[src/rtl/hw_alu_seq_pkg.sv]
// Shared definitions for the registered ALU: opcodes, FSM encoding and the
// add/sub carry/overflow helper.
package hw_alu_pkg;

    localparam logic [2:0] OP_ADD = 3'd0;
    localparam logic [2:0] OP_SUB = 3'd1;
    localparam logic [2:0] OP_AND = 3'd2;
    localparam logic [2:0] OP_SHR = 3'd3;
    localparam logic [2:0] OP_OR  = 3'd4;
    localparam logic [2:0] OP_XOR = 3'd5;
    localparam logic [2:0] OP_ACC = 3'd6;
    localparam logic [2:0] OP_MUL = 3'd7;

    typedef enum logic [1:0] {
        S_IDLE = 2'd0,
        S_MUL  = 2'd1,
        S_HOLD = 2'd2
    } state_t;

    // Returns {carry_or_borrow, overflow}. For subtraction the adder sees ~b,
    // so the borrow is the inverted carry-out and b's sign is inverted.
    function automatic logic [1:0] addsub_flags(input logic a_msb, input logic b_msb,
                                                input logic r_msb, input logic cout,
                                                input logic is_sub);
        logic b_eff;
        b_eff = is_sub ? ~b_msb : b_msb;
        return {(is_sub ? ~cout : cout), ((a_msb == b_eff) && (r_msb != a_msb))};
    endfunction

endpackage

[src/rtl/hw_alu_seq_if.sv]
// Command/result handshake bundle between a command source (master) and the ALU (slave).
interface hw_alu_seq_if #(parameter int WIDTH = 8);
    logic             in_valid;
    logic             in_ready;
    logic [2:0]       sel;
    logic [WIDTH-1:0] din0;
    logic [WIDTH-1:0] din1;
    logic             acc_clr;
    logic             out_valid;
    logic             out_ready;
    logic [WIDTH-1:0] dout;
    logic             flag_z;
    logic             flag_c;
    logic             flag_v;

    modport master (
        output in_valid, sel, din0, din1, acc_clr, out_ready,
        input  in_ready, out_valid, dout, flag_z, flag_c, flag_v
    );

    modport slave (
        input  in_valid, sel, din0, din1, acc_clr, out_ready,
        output in_ready, out_valid, dout, flag_z, flag_c, flag_v
    );
endinterface

[src/rtl/hw_alu_seq_mul.sv]
// Iterative shift-add multiplier: one multiplier bit per cycle, WIDTH bits total,
// with bit 0 folded into the start cycle so done pulses WIDTH-1 cycles after start.
module hw_alu_mul #(
    parameter int WIDTH = 8
) (
    input  logic                 clk,
    input  logic                 rst,
    input  logic                 start,
    input  logic [WIDTH-1:0]     a,
    input  logic [WIDTH-1:0]     b,
    output logic                 busy,
    output logic                 done,
    output logic [2*WIDTH-1:0]   prod
);
    localparam int CW = $clog2(WIDTH + 1);

    logic [2*WIDTH-1:0] mcand;
    logic [WIDTH-1:0]   mplier;
    logic [CW-1:0]      cnt;

    always_ff @(posedge clk) begin
        if (rst) begin
            prod   <= '0;
            mcand  <= '0;
            mplier <= '0;
            cnt    <= '0;
            busy   <= 1'b0;
            done   <= 1'b0;
        end else begin
            done <= 1'b0;
            if (start) begin
                prod   <= b[0] ? {{WIDTH{1'b0}}, a} : '0;
                mcand  <= {{WIDTH{1'b0}}, a} << 1;
                mplier <= b >> 1;
                cnt    <= CW'(WIDTH - 1);
                busy   <= 1'b1;
            end else if (busy) begin
                if (mplier[0]) prod <= prod + mcand;
                mcand  <= mcand << 1;
                mplier <= mplier >> 1;
                cnt    <= cnt - 1'b1;
                if (cnt == CW'(1)) begin
                    busy <= 1'b0;
                    done <= 1'b1;
                end
            end
        end
    end
endmodule

[src/rtl/hw_alu_seq.sv]
// Registered ALU with valid/ready handshakes, accumulator, status flags and an
// iterative multiplier behind a three-state handshake FSM.
module hw_alu_seq
    import hw_alu_pkg::*;
#(
    parameter int WIDTH = 8
) (
    input  logic         clk,
    input  logic         rst,
    hw_alu_seq_if.slave  bus
);
    state_t             state;
    logic [WIDTH-1:0]   acc;
    logic [WIDTH-1:0]   acc_base;
    logic [WIDTH-1:0]   dout_r;
    logic               z_r, c_r, v_r, out_valid_r;
    logic [WIDTH-1:0]   res;
    logic               res_c, res_v;
    logic [WIDTH:0]     sum_add, sum_sub, sum_acc;
    logic               accept, mul_start, mul_busy, mul_done;
    logic [2*WIDTH-1:0] mul_prod;

    assign bus.in_ready  = (state == S_IDLE) || ((state == S_HOLD) && bus.out_ready);
    assign accept        = bus.in_valid && bus.in_ready;
    assign mul_start     = accept && (bus.sel == OP_MUL) && !mul_busy;
    assign bus.out_valid = out_valid_r;
    assign bus.dout      = dout_r;
    assign bus.flag_z    = z_r;
    assign bus.flag_c    = c_r;
    assign bus.flag_v    = v_r;

    hw_alu_mul #(.WIDTH(WIDTH)) u_mul (
        .clk   (clk),
        .rst   (rst),
        .start (mul_start),
        .a     (bus.din0),
        .b     (bus.din1),
        .busy  (mul_busy),
        .done  (mul_done),
        .prod  (mul_prod)
    );

    // A clear coinciding with an ACC makes the old accumulator read as zero.
    always_comb begin
        acc_base = bus.acc_clr ? '0 : acc;
        sum_add  = {1'b0, bus.din0} + {1'b0, bus.din1};
        sum_sub  = {1'b0, bus.din0} + {1'b0, ~bus.din1} + (WIDTH+1)'(1);
        sum_acc  = {1'b0, acc_base} + {1'b0, bus.din0};
        res      = '0;
        res_c    = 1'b0;
        res_v    = 1'b0;
        case (bus.sel)
            OP_ADD: begin
                res = sum_add[WIDTH-1:0];
                {res_c, res_v} = addsub_flags(bus.din0[WIDTH-1], bus.din1[WIDTH-1],
                                              sum_add[WIDTH-1], sum_add[WIDTH], 1'b0);
            end
            OP_SUB: begin
                res = sum_sub[WIDTH-1:0];
                {res_c, res_v} = addsub_flags(bus.din0[WIDTH-1], bus.din1[WIDTH-1],
                                              sum_sub[WIDTH-1], sum_sub[WIDTH], 1'b1);
            end
            OP_AND: res = bus.din0 & bus.din1;
            OP_SHR: res = {1'b0, bus.din0[WIDTH-1:1]};
            OP_OR:  res = bus.din0 | bus.din1;
            OP_XOR: res = bus.din0 ^ bus.din1;
            OP_ACC: begin
                res = sum_acc[WIDTH-1:0];
                {res_c, res_v} = addsub_flags(acc_base[WIDTH-1], bus.din0[WIDTH-1],
                                              sum_acc[WIDTH-1], sum_acc[WIDTH], 1'b0);
            end
            default: res = '0;
        endcase
    end

    always_ff @(posedge clk) begin
        if (rst) begin
            state       <= S_IDLE;
            acc         <= '0;
            dout_r      <= '0;
            z_r         <= 1'b0;
            c_r         <= 1'b0;
            v_r         <= 1'b0;
            out_valid_r <= 1'b0;
        end else begin
            if (accept && (bus.sel == OP_ACC)) acc <= res;
            else if (bus.acc_clr)               acc <= '0;

            case (state)
                S_IDLE, S_HOLD: begin
                    if (accept) begin
                        if (bus.sel == OP_MUL) begin
                            state       <= S_MUL;
                            out_valid_r <= 1'b0;
                        end else begin
                            state       <= S_HOLD;
                            out_valid_r <= 1'b1;
                            dout_r      <= res;
                            z_r         <= (res == '0);
                            c_r         <= res_c;
                            v_r         <= res_v;
                        end
                    end else if ((state == S_HOLD) && bus.out_ready) begin
                        state       <= S_IDLE;
                        out_valid_r <= 1'b0;
                    end
                end
                S_MUL: begin
                    if (mul_done) begin
                        state       <= S_HOLD;
                        out_valid_r <= 1'b1;
                        dout_r      <= mul_prod[WIDTH-1:0];
                        z_r         <= (mul_prod[WIDTH-1:0] == '0);
                        c_r         <= |mul_prod[2*WIDTH-1:WIDTH];
                        v_r         <= 1'b0;
                    end
                end
                default: begin
                    state       <= S_IDLE;
                    out_valid_r <= 1'b0;
                end
            endcase
        end
    end
endmodule
[src/flat_wrapper.sv]
// flat-port wrapper written by rule: the top's interface ports become plain ports
module hw_alu_seq_flat import hw_alu_pkg::*;
#(
    parameter int WIDTH = 8
)
  (clk, rst, bus_in_valid, bus_sel, bus_din0, bus_din1, bus_acc_clr, bus_out_ready, bus_in_ready, bus_out_valid, bus_dout, bus_flag_z, bus_flag_c, bus_flag_v);
  hw_alu_seq_if #(.WIDTH(WIDTH)) bus_i ();
  input  logic clk;
  input  logic rst;
  input wire logic [$bits(bus_i.in_valid)-1:0] bus_in_valid;
  input wire logic [$bits(bus_i.sel)-1:0] bus_sel;
  input wire logic [$bits(bus_i.din0)-1:0] bus_din0;
  input wire logic [$bits(bus_i.din1)-1:0] bus_din1;
  input wire logic [$bits(bus_i.acc_clr)-1:0] bus_acc_clr;
  input wire logic [$bits(bus_i.out_ready)-1:0] bus_out_ready;
  output wire logic [$bits(bus_i.in_ready)-1:0] bus_in_ready;
  output wire logic [$bits(bus_i.out_valid)-1:0] bus_out_valid;
  output wire logic [$bits(bus_i.dout)-1:0] bus_dout;
  output wire logic [$bits(bus_i.flag_z)-1:0] bus_flag_z;
  output wire logic [$bits(bus_i.flag_c)-1:0] bus_flag_c;
  output wire logic [$bits(bus_i.flag_v)-1:0] bus_flag_v;
  assign bus_i.in_valid = bus_in_valid;
  assign bus_i.sel = bus_sel;
  assign bus_i.din0 = bus_din0;
  assign bus_i.din1 = bus_din1;
  assign bus_i.acc_clr = bus_acc_clr;
  assign bus_i.out_ready = bus_out_ready;
  assign bus_in_ready = bus_i.in_ready;
  assign bus_out_valid = bus_i.out_valid;
  assign bus_dout = bus_i.dout;
  assign bus_flag_z = bus_i.flag_z;
  assign bus_flag_c = bus_i.flag_c;
  assign bus_flag_v = bus_i.flag_v;
  hw_alu_seq #(.WIDTH(WIDTH)) u_core (.clk(clk), .rst(rst), .bus(bus_i));
endmodule
[config.mk]
export PLATFORM = sky130hd
export DESIGN_NAME = hw_alu_seq_flat
export DESIGN_NICKNAME = d
export VERILOG_FILES = /design/src/rtl/hw_alu_seq_pkg.sv /design/src/rtl/hw_alu_seq_if.sv /design/src/rtl/hw_alu_seq_mul.sv /design/src/rtl/hw_alu_seq.sv /design/src/flat_wrapper.sv
export SDC_FILE = /design/constraint.sdc
export NUM_CORES = 1
export LEC_CHECK = 0
export CAP_MARGIN = 40
export CELL_PAD_IN_SITES_DETAIL_PLACEMENT = 1
export CELL_PAD_IN_SITES_GLOBAL_PLACEMENT = 2
export CORE_MARGIN = 5
export CORE_UTILIZATION = 33
export CTS_BUF_LIST = sky130_fd_sc_hd__clkbuf_4
export CTS_CLUSTER_SIZE = 12
export DETAILED_ROUTE_END_ITERATION = 10
export GPL_TIMING_DRIVEN = 0
export PLACE_DENSITY = 0.87
export SLEW_MARGIN = 5
export SYNTH_ARGS = -nofsm -noshare
export SYNTH_HDL_FRONTEND = slang
export SYNTH_SLANG_ARGS = --single-unit
[constraint.sdc]
create_clock -name clk -period 2.8 [get_ports clk]
set_clock_uncertainty 0.2 [all_clocks]
set_input_delay 0.56 -clock clk [delete_from_list [all_inputs] [get_ports clk]]
set_output_delay 0.56 -clock clk [all_outputs]
set_load 0.1 [all_outputs]
==> flow_summary.json <==
{
  "cp.required_ns": 2.98,
  "post_dp_cell_area_um2": 5990,
  "cts_made_buffers": 9,
  "crit_chain": "clkdlybuf4s15_2 -> ha_4 -> fa_2 -> a21oi_2 -> o21bai_1 -> or2_0 -> and3_1 -> o41ai_4 -> nor2_1 -> or3_1 -> a21oi_1",
  "dieWidth_um": 135,
  "grt_overflow_total": 0,
  "finalHoldViolations": 0,
  "max_slew.worst_pin.slew_ns": 0.707,
  "grt_pass1_vias": 5463,
  "cts_buffer_depth": 2,
  "drt_iter0_drc": 327,
  "grt_max_degree": 11,
  "worstSkewPairLatency_ns": 0.45,
  "cts.sinks": 65,
  "root_buffer": "clkbuf_4",
  "synth_cell_type_count": 67,
  "top_level_ports": 37,
  "synth_top_family_by_area": "compound AO/OA/AOI/OAI gates",
  "drv_slew": 0,
  "power.total_mw": 2.26,
  "synthArstFlopShare_pct": 0,
  "vias_per_cell": 5.52,
  "critPathArrivalTime_ns": 2.94,
  "drt-pass1-iter-count": 4,
  "start_util_pct": 33.8,
  "grt-busiest-layer": "met2",
  "synthAdderAreaFrac_pct": 13.7,
  "clkTransAtPathRegs_ns": 0.10,
  "hp-class": "flop to flop",
  "die_y_um": 135,
  "setup_ws_ns": 0.0381,
  "ir_drop_mv": 0.162,
  "fin_nets": 800,
  "crit_fanout": 4,
  "ys_ff_latch": 65,
  "mostFrequentLayoutCell": "nor2_1",
  "p_leak_nw": 2.55,
  "fin_crit_ns": 2.76,
  "core_area_um2": 15300,
  "n_antenna_cell": 0,
  "powerDensity_nw_per_um2": 356,
  "yosysSeqAreaShare_pct": 25.2,
  "dp_hpwl_mm": 14.1,
  "synthFlopType": "dfxtp_1",
  "fin_util_pct": 41.5,
  "fillerInstances": 1848,
  "antenna_found_initial": 0,
  "maxClockFrequency_ghz": 0.362,
  "synth_area_um2": 5160,
  "vias": 5169,
  "synth_xor_xnor_area_share_pct": 2.89,
  "whs_ns": 0.265,
  "synth_nets": 739,
  "endpoint_kind": "flop",
  "gp_congestion": 0.872,
  "yosys.area_share.simple_pct": 23.1,
  "rows": 45,
  "wl_per_cell_um": 19.6,
  "grt_util_all_layers_pct": 20.3,
  "timing_worst_setup_path_type": "primary input to flop",
  "met1_usage_pct": 24.4,
  "post-route-period-util_pct": 98.6,
  "use_met3_pct": 3.32,
  "synth_area_per_cell_um2": 7.80,
  "cpMaxStageDelayCell": "fa_2",
  "die-area_um2": 18200,
  "drt-total-wl_mm": 18.4,
  "use_met2_pct": 36.4,
  "ant_nets": 0,
  "layout-drive-gt1-share_pct": 15.8,
  "synth_compound_area_share_pct": 23.2,
  "netlist_instances": 661,
  "setup_violations": 0,
  "status": "finished clean",
  "worst_slew_margin_rel_pct": 52.9,
  "drv_cap": 0,
  "start_kind": "primary input",
  "synth_edf_count": 0,
  "cts_tree": "done",
  "synthMuxAreaShare_pct": 5.12,
  "place_ws_ns": -1.16,
  "yosys_warnings": 0,
  "syn2layout_area_growth_pct": 22.8,
  "drc": 0,
  "htree_levels": 3,
  "layout_common_cells": "nor2_1 (103), dfxtp_1 (63), a21oi_1 (53), ha_1 (42), inv_1 (37)",
  "max_stage_delay_ns": 0.36,
  "port_buffers": 34,
  "grt_pass1_wl_mm": 29.3,
  "final_area_um2": 6330,
  "rrSetupSlack_ns": 0.08
}
==> layer usage <==
layer,up-vias,part of all wire (%)
met5,-,0
met4,0,2.4
met3,31,4.2
met2,106,51
met1,2545,42
li1,2487,-
==> synth_stat cells (4+ instances only) <==
master	instances	share of area [%]
ha_1	50	12
o211ai_1	6	0.87
a32oi_1	7	1.2
nand2_1	22	1.6
nand2b_1	12	1.5
fa_1	4	1.6
nor4_1	6	0.73
buf_2	10	0.97
a22oi_1	9	1.3
o21ai_0	25	2.4
or2_2	4	0.49
o22ai_1	4	0.49
a31oi_1	5	0.61
clkbuf_1	12	0.87
inv_1	38	2.8
nor2_1	104	7.6
and3_1	5	0.61
buf_1	4	0.29
o21a_1	4	0.58
nand3_1	19	1.8
nor3b_1	11	1.6
xnor2_1	14	2.4
mux2i_1	23	4.5
or3_1	7	0.85
a211oi_1	20	2.9
nor3_1	26	2.5
o21bai_1	4	0.58
a21oi_1	59	5.7
nor2b_1	14	1.7
a21o_1	5	0.73
dfxtp_1	65	25
==> final timing paths <==
path | from | end | cells after the start
setup reg to reg | u_core.acc[0] | u_core.bus.flag_c | 11
setup / recovery | bus_din1[0] | u_core.bus.dout[4] | 11
hold reg to reg | u_core.bus.dout[4] | u_core.bus.dout[4] | 2
hold / removal | u_core.bus.dout[4] | u_core.bus.dout[4] | 2
==> where the power goes <==
part           total [mW]  leakage (nW)  internal [mW]  switching (mW)
clock network       0.548        0.0601          0.192           0.356
registers           0.971         0.528          0.950          0.0206
logic               0.739          1.96          0.276           0.463
total                2.26          2.55           1.42           0.840
==> what timing repair did <==
item                                    in CTS  in global routing
buffers inserted                             2                  2
resized for setup                           58                 37
hold buffers                                 0                  0
endpoints found under the setup margin      20                 17
pin swaps                                    5                 10
==> layout make-up <==
cell class | count | area (µm²) | share of cell area [%]
well taps | 211 | 264 | 4.17
clock buffers | 11 | 82.6 | 1.30
multi-input cells | 522 | 3750 | 59.3
inverters | 39 | 146 | 2.31
plain buffers | 34 | 194 | 3.06
repair buffers | 51 | 567 | 8.95
flip-flops and latches | 65 | 1310 | 20.6
clock inverters | 4 | 21.3 | 0.336
==> through the flow <==
stage,TNS (ns),instances
2_1_floorplan,0,661
3_3_place_gp,-15.56,906
3_5_place_dp,-18.80,919
4_1_cts,0,935
5_1_grt,-0.0424,937
6_report,0,937
==> critical path: cells and delay by family <==
family / cells / cell delay (ns)
buffers and inverters: 1 / 0.24
AO/OA/AOI/OAI: 4 / 0.73
AND/OR/NAND/NOR: 4 / 0.85
adder cells (fa/ha/maj): 2 / 0.56
==> cells by family after synthesis <==
family / count (synthesis)
AO/OA/AOI/OAI: 181
XOR/XNOR: 17
adder cells (fa/ha/maj): 54
buffers and inverters: 74
flip-flops: 65
multiplexers: 26
AND/OR/NAND/NOR: 244
==> state kept, by name, indices dropped and copies added, names as in the netlist <==
signal	count
u_core.bus.dout	8
u_core.bus.out_valid	1
u_core.bus.flag_c	1
u_core.u_mul.cnt	4
u_core.u_mul.prod	16
u_core.u_mul.mplier	7
u_core.u_mul.busy	1
u_core.bus.flag_z	1
u_core.u_mul.mcand	15
u_core.acc	8
u_core.bus.flag_v	1
u_core.u_mul.done	1
u_core.state	1
Note: power is estimated with default switching activity, not from simulation.
